`src/rtl/pipe_hazard_pkg.sv`:
```
// Shared constants and helpers for the pipeline data-hazard unit.
// Default widths, latencies, counter width and slot-latency lookup.
package pipe_hazard_pkg;

    localparam int DATA_W_D   = 32;
    localparam int REG_AW_D   = 5;
    localparam int NSTAGE_D   = 3;
    localparam int ALU_LAT_D  = 1;
    localparam int LOAD_LAT_D = 2;
    localparam int CNT_W      = 16;

    // sel encoding: 0 selects the register file, i selects slot i
    localparam int SEL_RF = 0;

    function automatic int sel_w(input int nstage);
        return $clog2(nstage + 1);
    endfunction

    // first slot index at which a write's result exists
    function automatic int slot_lat(
        input logic is_load,
        input int   alu_lat,
        input int   load_lat
    );
        return is_load ? load_lat : alu_lat;
    endfunction

endpackage

```
`src/rtl/pipe_fwd_match.sv`:
```
// Priority search of one ID source operand over the in-flight slots.
// Ports: use_i/ra_i operand, vld_i/wn_i/ld_i slot state; hit_o/ready_o/idx_o.
module pipe_fwd_match
    import pipe_hazard_pkg::*;
#(
    parameter int REG_AW   = REG_AW_D,
    parameter int NSTAGE   = NSTAGE_D,
    parameter int ALU_LAT  = ALU_LAT_D,
    parameter int LOAD_LAT = LOAD_LAT_D,
    parameter int SEL_W    = sel_w(NSTAGE)
) (
    input  logic                     use_i,
    input  logic [REG_AW-1:0]        ra_i,
    input  logic [NSTAGE-1:0]        vld_i,
    input  logic [NSTAGE*REG_AW-1:0] wn_i,
    input  logic [NSTAGE-1:0]        ld_i,
    output logic                     hit_o,
    output logic                     ready_o,
    output logic [SEL_W-1:0]         idx_o
);

    // Walk oldest to youngest so the youngest match is the last write.
    always_comb begin
        hit_o   = 1'b0;
        ready_o = 1'b0;
        idx_o   = '0;
        for (int i = NSTAGE - 1; i >= 0; i--) begin
            if (use_i && (ra_i != '0) && vld_i[i]
                && (wn_i[i*REG_AW +: REG_AW] == ra_i)) begin
                hit_o   = 1'b1;
                idx_o   = SEL_W'(i + 1);
                ready_o = (i + 1) >=
                          slot_lat(ld_i[i], ALU_LAT, LOAD_LAT);
            end
        end
    end

endmodule

```
`src/rtl/pipe_hazard_unit.sv`:
```
// Scoreboard-based forwarding and load-use stall unit beside ID.
// Ports: ID operand/dest info, flush, slot results, rf reads; stall, operands, sels, stall_cnt.
module pipe_hazard_unit
    import pipe_hazard_pkg::*;
#(
    parameter int DATA_W   = DATA_W_D,
    parameter int REG_AW   = REG_AW_D,
    parameter int NSTAGE   = NSTAGE_D,
    parameter int ALU_LAT  = ALU_LAT_D,
    parameter int LOAD_LAT = LOAD_LAT_D
) (
    input  logic                         clk,
    input  logic                         clrn,
    input  logic                         id_valid,
    input  logic [REG_AW-1:0]            id_rs,
    input  logic [REG_AW-1:0]            id_rt,
    input  logic                         id_use_rs,
    input  logic                         id_use_rt,
    input  logic                         id_wreg,
    input  logic                         id_m2reg,
    input  logic [REG_AW-1:0]            id_wn,
    input  logic                         flush,
    input  logic [NSTAGE*DATA_W-1:0]     stage_data,
    input  logic [DATA_W-1:0]            rf_qa,
    input  logic [DATA_W-1:0]            rf_qb,
    output logic                         stall,
    output logic [DATA_W-1:0]            opa,
    output logic [DATA_W-1:0]            opb,
    output logic [$clog2(NSTAGE+1)-1:0]  sel_a,
    output logic [$clog2(NSTAGE+1)-1:0]  sel_b,
    output logic [CNT_W-1:0]             stall_cnt
);

    localparam int SEL_W = $clog2(NSTAGE + 1);

    logic [NSTAGE-1:0]        vld_q, vld_d;
    logic [NSTAGE-1:0]        ld_q, ld_d;
    logic [NSTAGE*REG_AW-1:0] wn_q, wn_d;
    logic [CNT_W-1:0]         cnt_q, cnt_d;

    logic             hit_a, rdy_a, hit_b, rdy_b;
    logic [SEL_W-1:0] idx_a, idx_b;
    logic             fwd_a, fwd_b, raw_a, raw_b;
    logic             ins;

    pipe_fwd_match #(
        .REG_AW   (REG_AW),
        .NSTAGE   (NSTAGE),
        .ALU_LAT  (ALU_LAT),
        .LOAD_LAT (LOAD_LAT),
        .SEL_W    (SEL_W)
    ) u_match_a (
        .use_i   (id_use_rs),
        .ra_i    (id_rs),
        .vld_i   (vld_q),
        .wn_i    (wn_q),
        .ld_i    (ld_q),
        .hit_o   (hit_a),
        .ready_o (rdy_a),
        .idx_o   (idx_a)
    );

    pipe_fwd_match #(
        .REG_AW   (REG_AW),
        .NSTAGE   (NSTAGE),
        .ALU_LAT  (ALU_LAT),
        .LOAD_LAT (LOAD_LAT),
        .SEL_W    (SEL_W)
    ) u_match_b (
        .use_i   (id_use_rt),
        .ra_i    (id_rt),
        .vld_i   (vld_q),
        .wn_i    (wn_q),
        .ld_i    (ld_q),
        .hit_o   (hit_b),
        .ready_o (rdy_b),
        .idx_o   (idx_b)
    );

    assign fwd_a = hit_a & rdy_a;
    assign fwd_b = hit_b & rdy_b;
    assign raw_a = hit_a & ~rdy_a;
    assign raw_b = hit_b & ~rdy_b;

    // flush kills the ID instruction, so it can neither stall nor record
    assign stall = id_valid & ~flush & (raw_a | raw_b);

    assign ins = id_valid & ~flush & ~stall & id_wreg
               & (id_wn != '0);

    always_comb begin
        vld_d = '0;
        ld_d  = '0;
        wn_d  = '0;
        vld_d[0] = ins;
        ld_d[0]  = ins & id_m2reg;
        wn_d[REG_AW-1:0] = ins ? id_wn : '0;
        for (int i = 1; i < NSTAGE; i++) begin
            vld_d[i] = vld_q[i-1];
            ld_d[i]  = ld_q[i-1];
            wn_d[i*REG_AW +: REG_AW] =
                wn_q[(i-1)*REG_AW +: REG_AW];
        end
    end

    always_comb begin
        opa   = rf_qa;
        opb   = rf_qb;
        sel_a = SEL_W'(SEL_RF);
        sel_b = SEL_W'(SEL_RF);
        for (int i = 0; i < NSTAGE; i++) begin
            if (fwd_a && (idx_a == SEL_W'(i + 1))) begin
                opa   = stage_data[i*DATA_W +: DATA_W];
                sel_a = idx_a;
            end
            if (fwd_b && (idx_b == SEL_W'(i + 1))) begin
                opb   = stage_data[i*DATA_W +: DATA_W];
                sel_b = idx_b;
            end
        end
    end

    assign cnt_d = (stall && (cnt_q != '1)) ? cnt_q + 1'b1 : cnt_q;

    always_ff @(posedge clk or negedge clrn) begin
        if (!clrn) begin
            vld_q <= '0;
            ld_q  <= '0;
            wn_q  <= '0;
            cnt_q <= '0;
        end else begin
            vld_q <= vld_d;
            ld_q  <= ld_d;
            wn_q  <= wn_d;
            cnt_q <= cnt_d;
        end
    end

    assign stall_cnt = cnt_q;

endmodule

```
`config.mk`:
```
export PLATFORM = sky130hd
export DESIGN_NAME = pipe_hazard_unit
export DESIGN_NICKNAME = d
export VERILOG_FILES = /design/src/rtl/pipe_hazard_pkg.sv /design/src/rtl/pipe_fwd_match.sv /design/src/rtl/pipe_hazard_unit.sv
export SDC_FILE = /design/constraint.sdc
export NUM_CORES = 1
export LEC_CHECK = 0
export ABC_AREA = 1
export CORE_UTILIZATION = 43
export CTS_CLUSTER_DIAMETER = 100
export CTS_CLUSTER_SIZE = 30
export DETAILED_ROUTE_END_ITERATION = 8
export HOLD_SLACK_MARGIN = 0.02
export PLACE_DENSITY = 0.9
export SLEW_MARGIN = 20
export SYNTH_ARGS = -nofsm -noshare
export SYNTH_HDL_FRONTEND = slang
export SYNTH_HIERARCHICAL = 1
export SYNTH_SLANG_ARGS = --single-unit
```
`constraint.sdc`:
```
create_clock -name clk -period 3.8 [get_ports clk]
set_clock_uncertainty 0.2 [all_clocks]
set_input_delay 0.76 -clock clk [delete_from_list [all_inputs] [get_ports clk]]
set_output_delay 0.76 -clock clk [all_outputs]
set_load 0.005 [all_outputs]
```
==> results of run 1 <==
## through the flow
stage	total power [W]	instances	TNS, ns
floorplan	0.000589	772	0
global placement	0.000934	1188	-28.15
detailed placement	0.000941	1188	-30.37
CTS	0.00119	1201	-0.230
global route	0.00125	1208	-1.06
finish	0.00119	1209	-0.104
## placed cells by master (no fill, tap or decap), types with 3 or more instances in the layout
cell type and n:
nand2_4 6, buf_16 4, inv_2 18, nand4_1 5
buf_6 9, nor2_1 85, nand2_2 18, inv_4 3
a21oi_1 11, dfrtp_1 35, o21ai_2 13, nand2_1 103
clkbuf_8 6, nand3_2 11, buf_12 12, inv_1 171
buf_2 10, o22ai_1 23, dlygate4sd2_1 7, nand3_1 18
o21ai_0 58, buf_4 30, clkdlybuf4s15_1 10, o21ai_1 72
clkdlybuf4s50_1 191, xor2_1 13, o22ai_2 37, nor2_4 5
clkbuf_2 45, nor2_2 16, dlymetal6s2s_1 3
## per-layer routing
| layer | share of wire | wire, um | track usage |
|---|---|---|---|
| met3 | 0.11 | 2330 | 0.103 |
| met1 | 0.38 | 8010 | 0.418 |
| met4 | 0.039 | 834 | 0.144 |
| met5 | 0 | 0 | 0 |
| met2 | 0.47 | 10100 | 0.616 |
## flip-flops by register name (all words and copies together) (netlist names)
register   count
vld_q          3
wn_q          15
ld_q           1
stall_cnt     16
## timing repair
item	in CTS	in global routing
resized for setup	138	153
gates cloned	4	1
setup endpoints to repair	69	68
pin swaps	16	24
buffers inserted	2	6
hold buffers	0	0
## power breakdown
part / internal [W] / leakage [nW] / switching, W / total, W
registers: 0.000393 / 0.453 / 0.0000320 / 0.000425
logic: 0.000282 / 3.36 / 0.000212 / 0.000494
clock network: 0.000142 / 0.0471 / 0.000131 / 0.000274
## final cells by class
class / count / share of cell area
flip-flops and latches: 35 / 0.109
inverters: 194 / 0.0916
repair buffers: 325 / 0.390
well taps: 136 / 0.0212
multi-input cells: 511 / 0.377
clock buffers: 6 / 0.0103
diodes: 1 / 0.000312
clock inverters: 1 / 0.000623
## worst paths after layout
kind,from,to,slack (ns),depth (start not counted)
min in group asynchronous,clrn,stall_cnt[7]$_DFFE_PN0P_,0.66,2
worst min register to register,vld_q[1]$_DFF_PN0_,vld_q[2]$_DFF_PN0_,0.22,0
worst max-delay path,id_use_rs,opa[15],-0.07,15
max in group asynchronous,clrn,wn_q[5]$_DFF_PN0_,2.42,2
worst max register to register,wn_q[1]$_DFF_PN0_,stall_cnt[8]$_DFFE_PN0P_,1.12,15
worst min-delay path,vld_q[1]$_DFF_PN0_,vld_q[2]$_DFF_PN0_,0.22,0
==> flow_metrics.env, run 1 <==
export IMPL_ant_nets=0
export IMPL_grt_pass1_wl_um=31100
export IMPL_dieArea_mm2=0.0111
export IMPL_grt_overflow_total=0
export IMPL_crit_path_cell_trace="clkdlybuf4s50_1, nand2_1, inv_2, nand4_4, inv_2, nand2_1, nand2_2, nand2_4, nor2_8, nand2_8, buf_16, o22ai_2, inv_1, o21ai_0, dlygate4sd2_1"
export IMPL_start_kind="primary input"
export IMPL_clock_sinks=35
export IMPL_fill_cells=779
export IMPL_grt_use_total=0.359
export IMPL_syn_inst=772
export IMPL_drtIter0Drc=684
export IMPL_die_height_um=105
export IMPL_cts_root_buf="clkbuf_8"
export IMPL_final_core_util=0.774
export IMPL_area_delta_synth_final_pct=74.5
export IMPL_drt_pass1_iterations=7
export IMPL_place_hpwl_um=16100
export IMPL_antenna_found_initial=1
export IMPL_drive_gt1_frac=0.240
export IMPL_num_rows=37
export IMPL_outcome="finished with violations"
export IMPL_drt_total_wl_um=21200
export IMPL_crit_family="buffers and inverters"
export IMPL_worst_slack_ns=-0.0680
export IMPL_cts_buffers=5
export IMPL_gp_congestion=1.08
export IMPL_clkTransAtPathRegs_ns=0.07
export IMPL_power_density_mw_per_mm2=149
export IMPL_hp_class="reg2reg"
export IMPL_violations="setup timing"
export IMPL_fin_crit_ns=3.87
export IMPL_ys_warn_count=6
export IMPL_fin_nets=1256
export IMPL_grt_pass1_vias=6073
export IMPL_critPathKind="in2out"
export IMPL_avgSynthCellArea_um2=5.96
export IMPL_io_buffers=267
export IMPL_p_leak_nw=3.86
export IMPL_slowest_delay_ns=0.47
export IMPL_slew_limit_headroom=0.715
export IMPL_syn_nets=956
export IMPL_wl_per_cell_um=17.6
export IMPL_coreArea_mm2=0.0104
export IMPL_synth_area_mm2=0.00460
export IMPL_rsz0062_at_grt="true"
export IMPL_cp_data_required_time_ns=2.84
export IMPL_cts_tree="built"
export IMPL_whs_ns=0.220
export IMPL_max_freq_ghz=0.259
export IMPL_multi_input_area_mm2=0.00303
export IMPL_dr_total_vias=6493
export IMPL_register_area_um2=876
export IMPL_slew_viol_final=0
export IMPL_pre_cts_slack_ns=-0.602
export IMPL_hold_viol_final=0
export IMPL_setup_viol=4
export IMPL_peakVddDrop_mv=0.251
export IMPL_die_w_um=105
export IMPL_clockBufferDepth=2
export IMPL_cts_htree_levels=2
export IMPL_vias_per_cell=5.37
export IMPL_cap_violations=0
export IMPL_cp_num_buf_inv=6
export IMPL_critPathCaptureType="output port"
export IMPL_grt_max_degree=36
export IMPL_cp_max_fo=10
export IMPL_tightestPinTransition_ns=0.427
export IMPL_slowest_stage="clkdlybuf4s50_1"
export IMPL_fin_area_mm2=0.00803
export IMPL_pin_count=268
export IMPL_insertion_delay_ns=0.29
export IMPL_place_area_mm2=0.00772
export IMPL_finalCritPeriodShare=1.02
export IMPL_initial_core_util=0.444
export IMPL_crit_arrival_ns=2.91
export IMPL_drc=0
(Power assumes the default switching activity.)
==> inputs of run 2 (changes only) <==
--- a/config.mk
+++ b/config.mk
@@ -7,7 +7,7 @@
 export LEC_CHECK = 0
 export ABC_AREA = 1
 export CORE_UTILIZATION = 43
-export CTS_CLUSTER_DIAMETER = 100
+export CTS_CLUSTER_DIAMETER = 150
 export CTS_CLUSTER_SIZE = 30
 export DETAILED_ROUTE_END_ITERATION = 8
 export HOLD_SLACK_MARGIN = 0.02
==> results of run 2 <==
No change in the layout: final DEF, timing and power equal those of run 1.
==> inputs of run 3 (changes only) <==
--- a/config.mk
+++ b/config.mk
@@ -6,12 +6,11 @@
 export NUM_CORES = 1
 export LEC_CHECK = 0
 export ABC_AREA = 1
-export CORE_UTILIZATION = 43
+export CORE_UTILIZATION = 40
 export CTS_CLUSTER_DIAMETER = 150
-export CTS_CLUSTER_SIZE = 30
 export DETAILED_ROUTE_END_ITERATION = 8
 export HOLD_SLACK_MARGIN = 0.02
-export PLACE_DENSITY = 0.9
+export PLACE_DENSITY = 0.85
 export SLEW_MARGIN = 20
 export SYNTH_ARGS = -nofsm -noshare
 export SYNTH_HDL_FRONTEND = slang
==> constraint.sdc (replaced) <==
create_clock -name clk -period 3.87 [get_ports clk]
set_clock_uncertainty 0.2 [all_clocks]
set_input_delay 0.774 -clock clk [delete_from_list [all_inputs] [get_ports clk]]
set_output_delay 0.774 -clock clk [all_outputs]
set_load 0.005 [all_outputs]
==> flow_metrics.env, run 3 (synthesis results as in run 1) <==
export IMPL_insertion_delay_ns=0.28
export IMPL_wl_per_cell_um=17.3
export IMPL_grt_use_total=0.340
export IMPL_p_leak_nw=3.90
export IMPL_drt_pass1_iterations=5
export IMPL_switchingPower_w=0.000384
export IMPL_drive_gt1_frac=0.200
export IMPL_ant_nets=0
export IMPL_power_density_mw_per_mm2=169
export IMPL_cts_htree_levels=2
export IMPL_drt_total_wl_um=21100
export IMPL_setup_viol=0
export IMPL_tightestPinTransition_ns=0.430
export IMPL_hp_class="reg2reg"
export IMPL_max_freq_ghz=0.265
export IMPL_io_buffers=267
export IMPL_dr_total_vias=6305
export IMPL_finalCritPeriodShare=0.977
export IMPL_clock_sinks=35
export IMPL_p_seq_frac=0.304
export IMPL_comb_power_share=0.356
export IMPL_grt_util_met2=0.594
export IMPL_cp_data_required_time_ns=2.90
export IMPL_cts_tree="built"
export IMPL_drc=0
export IMPL_place_area_mm2=0.00779
export IMPL_fin_nets=1259
export IMPL_fin_area_mm2=0.00813
export IMPL_finalSetupTns_ns=0
export IMPL_diodes=0
export IMPL_clockBufferDepth=2
export IMPL_cts_buffers=5
export IMPL_pin_count=268
export IMPL_cp_max_fo=15
export IMPL_power_switching_share=0.280
export IMPL_clkTransAtPathRegs_ns=0.05
export IMPL_start_kind="primary input"
export IMPL_hold_viol_final=0
export IMPL_largest_register_ff_count=16
export IMPL_final_core_util=0.737
export IMPL_layout_commonest_cell="clkdlybuf4s50_1"
export IMPL_grt_busiest_layer="met2"
export IMPL_antenna_found_initial=0
export IMPL_layout_common_cells="191 x clkdlybuf4s50_1, 171 x inv_1, 104 x nand2_1"
export IMPL_area_delta_synth_final_pct=76.6
export IMPL_grt_overflow_total=0
export IMPL_initial_core_util=0.417
export IMPL_slew_viol_final=0
export IMPL_vias_per_cell=5.19
export IMPL_gr_usage_met3=0.0998
export IMPL_num_rows=38
export IMPL_p_clk_frac=0.340
export IMPL_critPathKind="in2out"
export IMPL_fill_cells=914
export IMPL_dieArea_mm2=0.0119
export IMPL_peakVddDrop_mv=0.247
export IMPL_worst_slack_ns=0.0906
export IMPL_crit_arrival_ns=2.81
export IMPL_fin_crit_ns=3.78
export IMPL_cap_violations=0
export IMPL_die_w_um=109
export IMPL_cts_root_buf="clkbuf_16"
export IMPL_coreArea_mm2=0.0110
export IMPL_intPower_w=0.000988
export IMPL_gp_congestion=1.03
export IMPL_use_met1=0.403
export IMPL_outcome="completed"
export IMPL_grt_max_degree=36
export IMPL_pre_cts_slack_ns=-0.589
export IMPL_place_hpwl_um=16900
export IMPL_grt_pass1_vias=5958
export IMPL_critPathCaptureType="output port"
export IMPL_grt_pass1_wl_um=30800
export IMPL_slew_limit_headroom=0.713
export IMPL_die_height_um=109
export IMPL_drtIter0Drc=534
==> run 3: routing by layer <==
layer  wire [um]  vias up
met4         669        0
met2       10100      323
li1            -     3050
met5           0        -
met3        2050       56
met1        8220     2876
==> run 3: area by class of cell <==
cell class | count | area [um2] | area share
clock buffers | 6 | 139 | 0.0171
clock inverters | 2 | 35.0 | 0.00431
repair buffers | 328 | 3210 | 0.395
well taps | 140 | 175 | 0.0216
inverters | 194 | 738 | 0.0909
flip-flops and latches | 35 | 876 | 0.108
multi-input cells | 511 | 2950 | 0.364
==> run 3: through the flow <==
step	total power, W	cells	hold WS [ns]
after global placement	0.000923	1201	0.197
after global routing	0.00145	1216	0.230
after detailed placement	0.000929	1201	0.210
final	0.00137	1216	0.215
after CTS	0.00137	1215	0.222
after floorplan	0.000578	772	0.162
==> run 3: power by group through the flow <==
stage | Clock [W] | Sequential (W) | Combinational (W)
floorplan | 0 | 0.000416 | 0.000163
global placement | 0 | 0.000422 | 0.000501
detailed placement | 0 | 0.000422 | 0.000507
CTS | 0.000471 | 0.000417 | 0.000486
global route | 0.000496 | 0.000421 | 0.000532
finish | 0.000466 | 0.000417 | 0.000489
==> run 3: timing repair <==
action / CTS / global route
setup buffers: 4 / 1
endpoints found under the setup margin: 69 / 67
cloned: 2 / 0
endpoints found under the hold margin: 0 / 0
resized for setup: 117 / 88
pin swaps: 12 / 18
hold buffers: 0 / 0
==> run 3: path summary, 6_finish.rpt <==
path | depth (start not counted) | slack [ns] | start | endpoint
worst max-delay path | 15 | 0.09 | id_use_rs | opa[6]
worst max register to register | 15 | 1.35 | wn_q[1]$_DFF_PN0_ | stall_cnt[0]$_DFFE_PN0P_
min in group asynchronous | 2 | 0.69 | clrn | stall_cnt[7]$_DFFE_PN0P_
max in group asynchronous | 2 | 2.46 | clrn | stall_cnt[3]$_DFFE_PN0P_
worst min-delay path | 0 | 0.22 | vld_q[1]$_DFF_PN0_ | vld_q[2]$_DFF_PN0_
worst min register to register | 0 | 0.22 | vld_q[1]$_DFF_PN0_ | vld_q[2]$_DFF_PN0_
==> run 3: worst max-delay path, stage by stage <==
cell and delay (ns):
clkdlybuf4s50_1 0.46, nand2_1 0.07, inv_2 0.10, nand3_2 0.10, nand2_1 0.09, nand2_2 0.07
inv_1 0.09, inv_4 0.05, nor2_8 0.15, nand2_4 0.10, buf_12 0.17, o22ai_2 0.13
inv_1 0.05, o21ai_1 0.12, clkdlybuf4s15_1 0.26
==> patch (config.mk and constraints of run 3) <==
`CNT_W`: 16 -> 32.
--- a/src/rtl/pipe_hazard_pkg.sv
+++ b/src/rtl/pipe_hazard_pkg.sv
@@ -7,7 +7,7 @@
     localparam int NSTAGE_D   = 3;
     localparam int ALU_LAT_D  = 1;
     localparam int LOAD_LAT_D = 2;
-    localparam int CNT_W      = 16;
+    localparam int CNT_W      = 32;
 
     // sel encoding: 0 selects the register file, i selects slot i
     localparam int SEL_RF = 0;
Ports: changed (resized stall_cnt); port bits go from 268 to 284. No check against the original RTL was run, so the function may have changed too.
==> patch against run 3 <==
  * The flow now finishes with violations (setup timing)
  * Global-route usage up 1.9 points
  * Critical path depth is 2 higher
  * Total power is 12% higher
  * Routed wire length grew 30%
  * Fmax down 2.9%
  * Sequential power grew 32%
  * Cell area up 18%
  * Sequential cell count increased by 16
  * Synthesized area is 19% higher
  * Worst setup slack got worse by 0.11 ns
  * Register-to-register slack worse by 0.57 ns
  * Critical path type unchanged
==> patch: results (changes against run 3) <==
Run status
Run status: finished, violations left (was finished, final reports clean). The final reports fail on setup timing.

Global route
The wire length of the first global-routing pass is 39130 µm (was 30770 µm). The met2 usage in global routing is 58.00% (was 59.39%). The met1 usage is 45.03% (was 40.26%). The maximum number of pins on one net before global-route repair is 41 (was 36). The number of global-route vias before repair is 7158 (was 5958).

Clock network
The clock-pin slew on the worst setup and hold paths is 0.07 ns (was 0.05 ns). The number of post-CTS setup repair buffers came to 24 (was 4).

Setup path
The depth of the worst register-to-register path is 21 (was 15). The worst-path maximum fanout is 5 (was 15). The launch point of the critical path is id_rt[4] (was id_use_rs). The arrival time reported for the critical path endpoint is 2.92 ns (was 2.81 ns).

Placement
The placed cell area is 0.008735 mm² (was 0.007790 mm²). The last weighted congestion value of the routability-driven placer is 1.017 (was 1.027). The half-perimeter wire length after placement is 19040 µm (was 16870 µm). The worst-case setup slack after placement came to -0.7310 ns (was -0.5894 ns).

Detailed routing
The via count is 7859 (was 6305). The count of routing violations after the opening detailed-route iteration came to 740 (was 534). The top routing layer in use is met5 (was met4). The routed length on met2 is 12000 µm (was 10120 µm). The total routed wire length on the met1 layer is 10420 µm (was 8219 µm). The wire length reported by the detailed router was 27340 µm (was 21060 µm).

Pwr
The maximum VDD drop is 0.1584 mV (was 0.2471 mV). The leakage component of the power is 4.580 nW (was 3.902 nW).

STA
The final number of setup-violating endpoints is 1 (was 0). The final critical-path setup slack came to -0.02251 ns (was 0.09063 ns). The accumulated negative setup slack is -0.02251 ns (was 0 ns).

Finish
The fraction of final layout cells sized beyond drive strength 1 is 20.20% (was 19.98%). The number of standard cells in the layout, taps in and fillers out is 1463 (was 1216). The flip-flop count of the largest register, all copies and words added was 32 (was 16).

Synthesis
The instance count of the mapped netlist came to 943 (was 772).
## patch: power by group through the flow
stage / sequential (mW) / clock, mW / combinational [mW]
floorplan: 0.558 / 0 / 0.110
detailed placement: 0.561 / 0 / 0.420
global placement: 0.560 / 0 / 0.416
global route: 0.552 / 0.605 / 0.439
finish: 0.551 / 0.573 / 0.411
CTS: 0.550 / 0.580 / 0.399
## patch: worst max-delay path by stage
stage,endpoint
2_1_floorplan,opa[12]
3_3_place_gp,opb[30]
3_5_place_dp,opb[30]
4_1_cts,opa[24]
5_1_grt,stall
6_report,opb[19]
## patch: final cells by class
| class | instances | area share [%] |
|---|---|---|
| diodes | 5 | 0.1301 |
| clock buffers | 5 | 1.301 |
| clock inverters | 3 | 0.7026 |
| inverters | 173 | 6.974 |
| multi-input cells | 685 | 38.30 |
| flip-flops and latches | 51 | 13.27 |
| well taps | 176 | 2.290 |
| repair buffers | 365 | 37.03 |
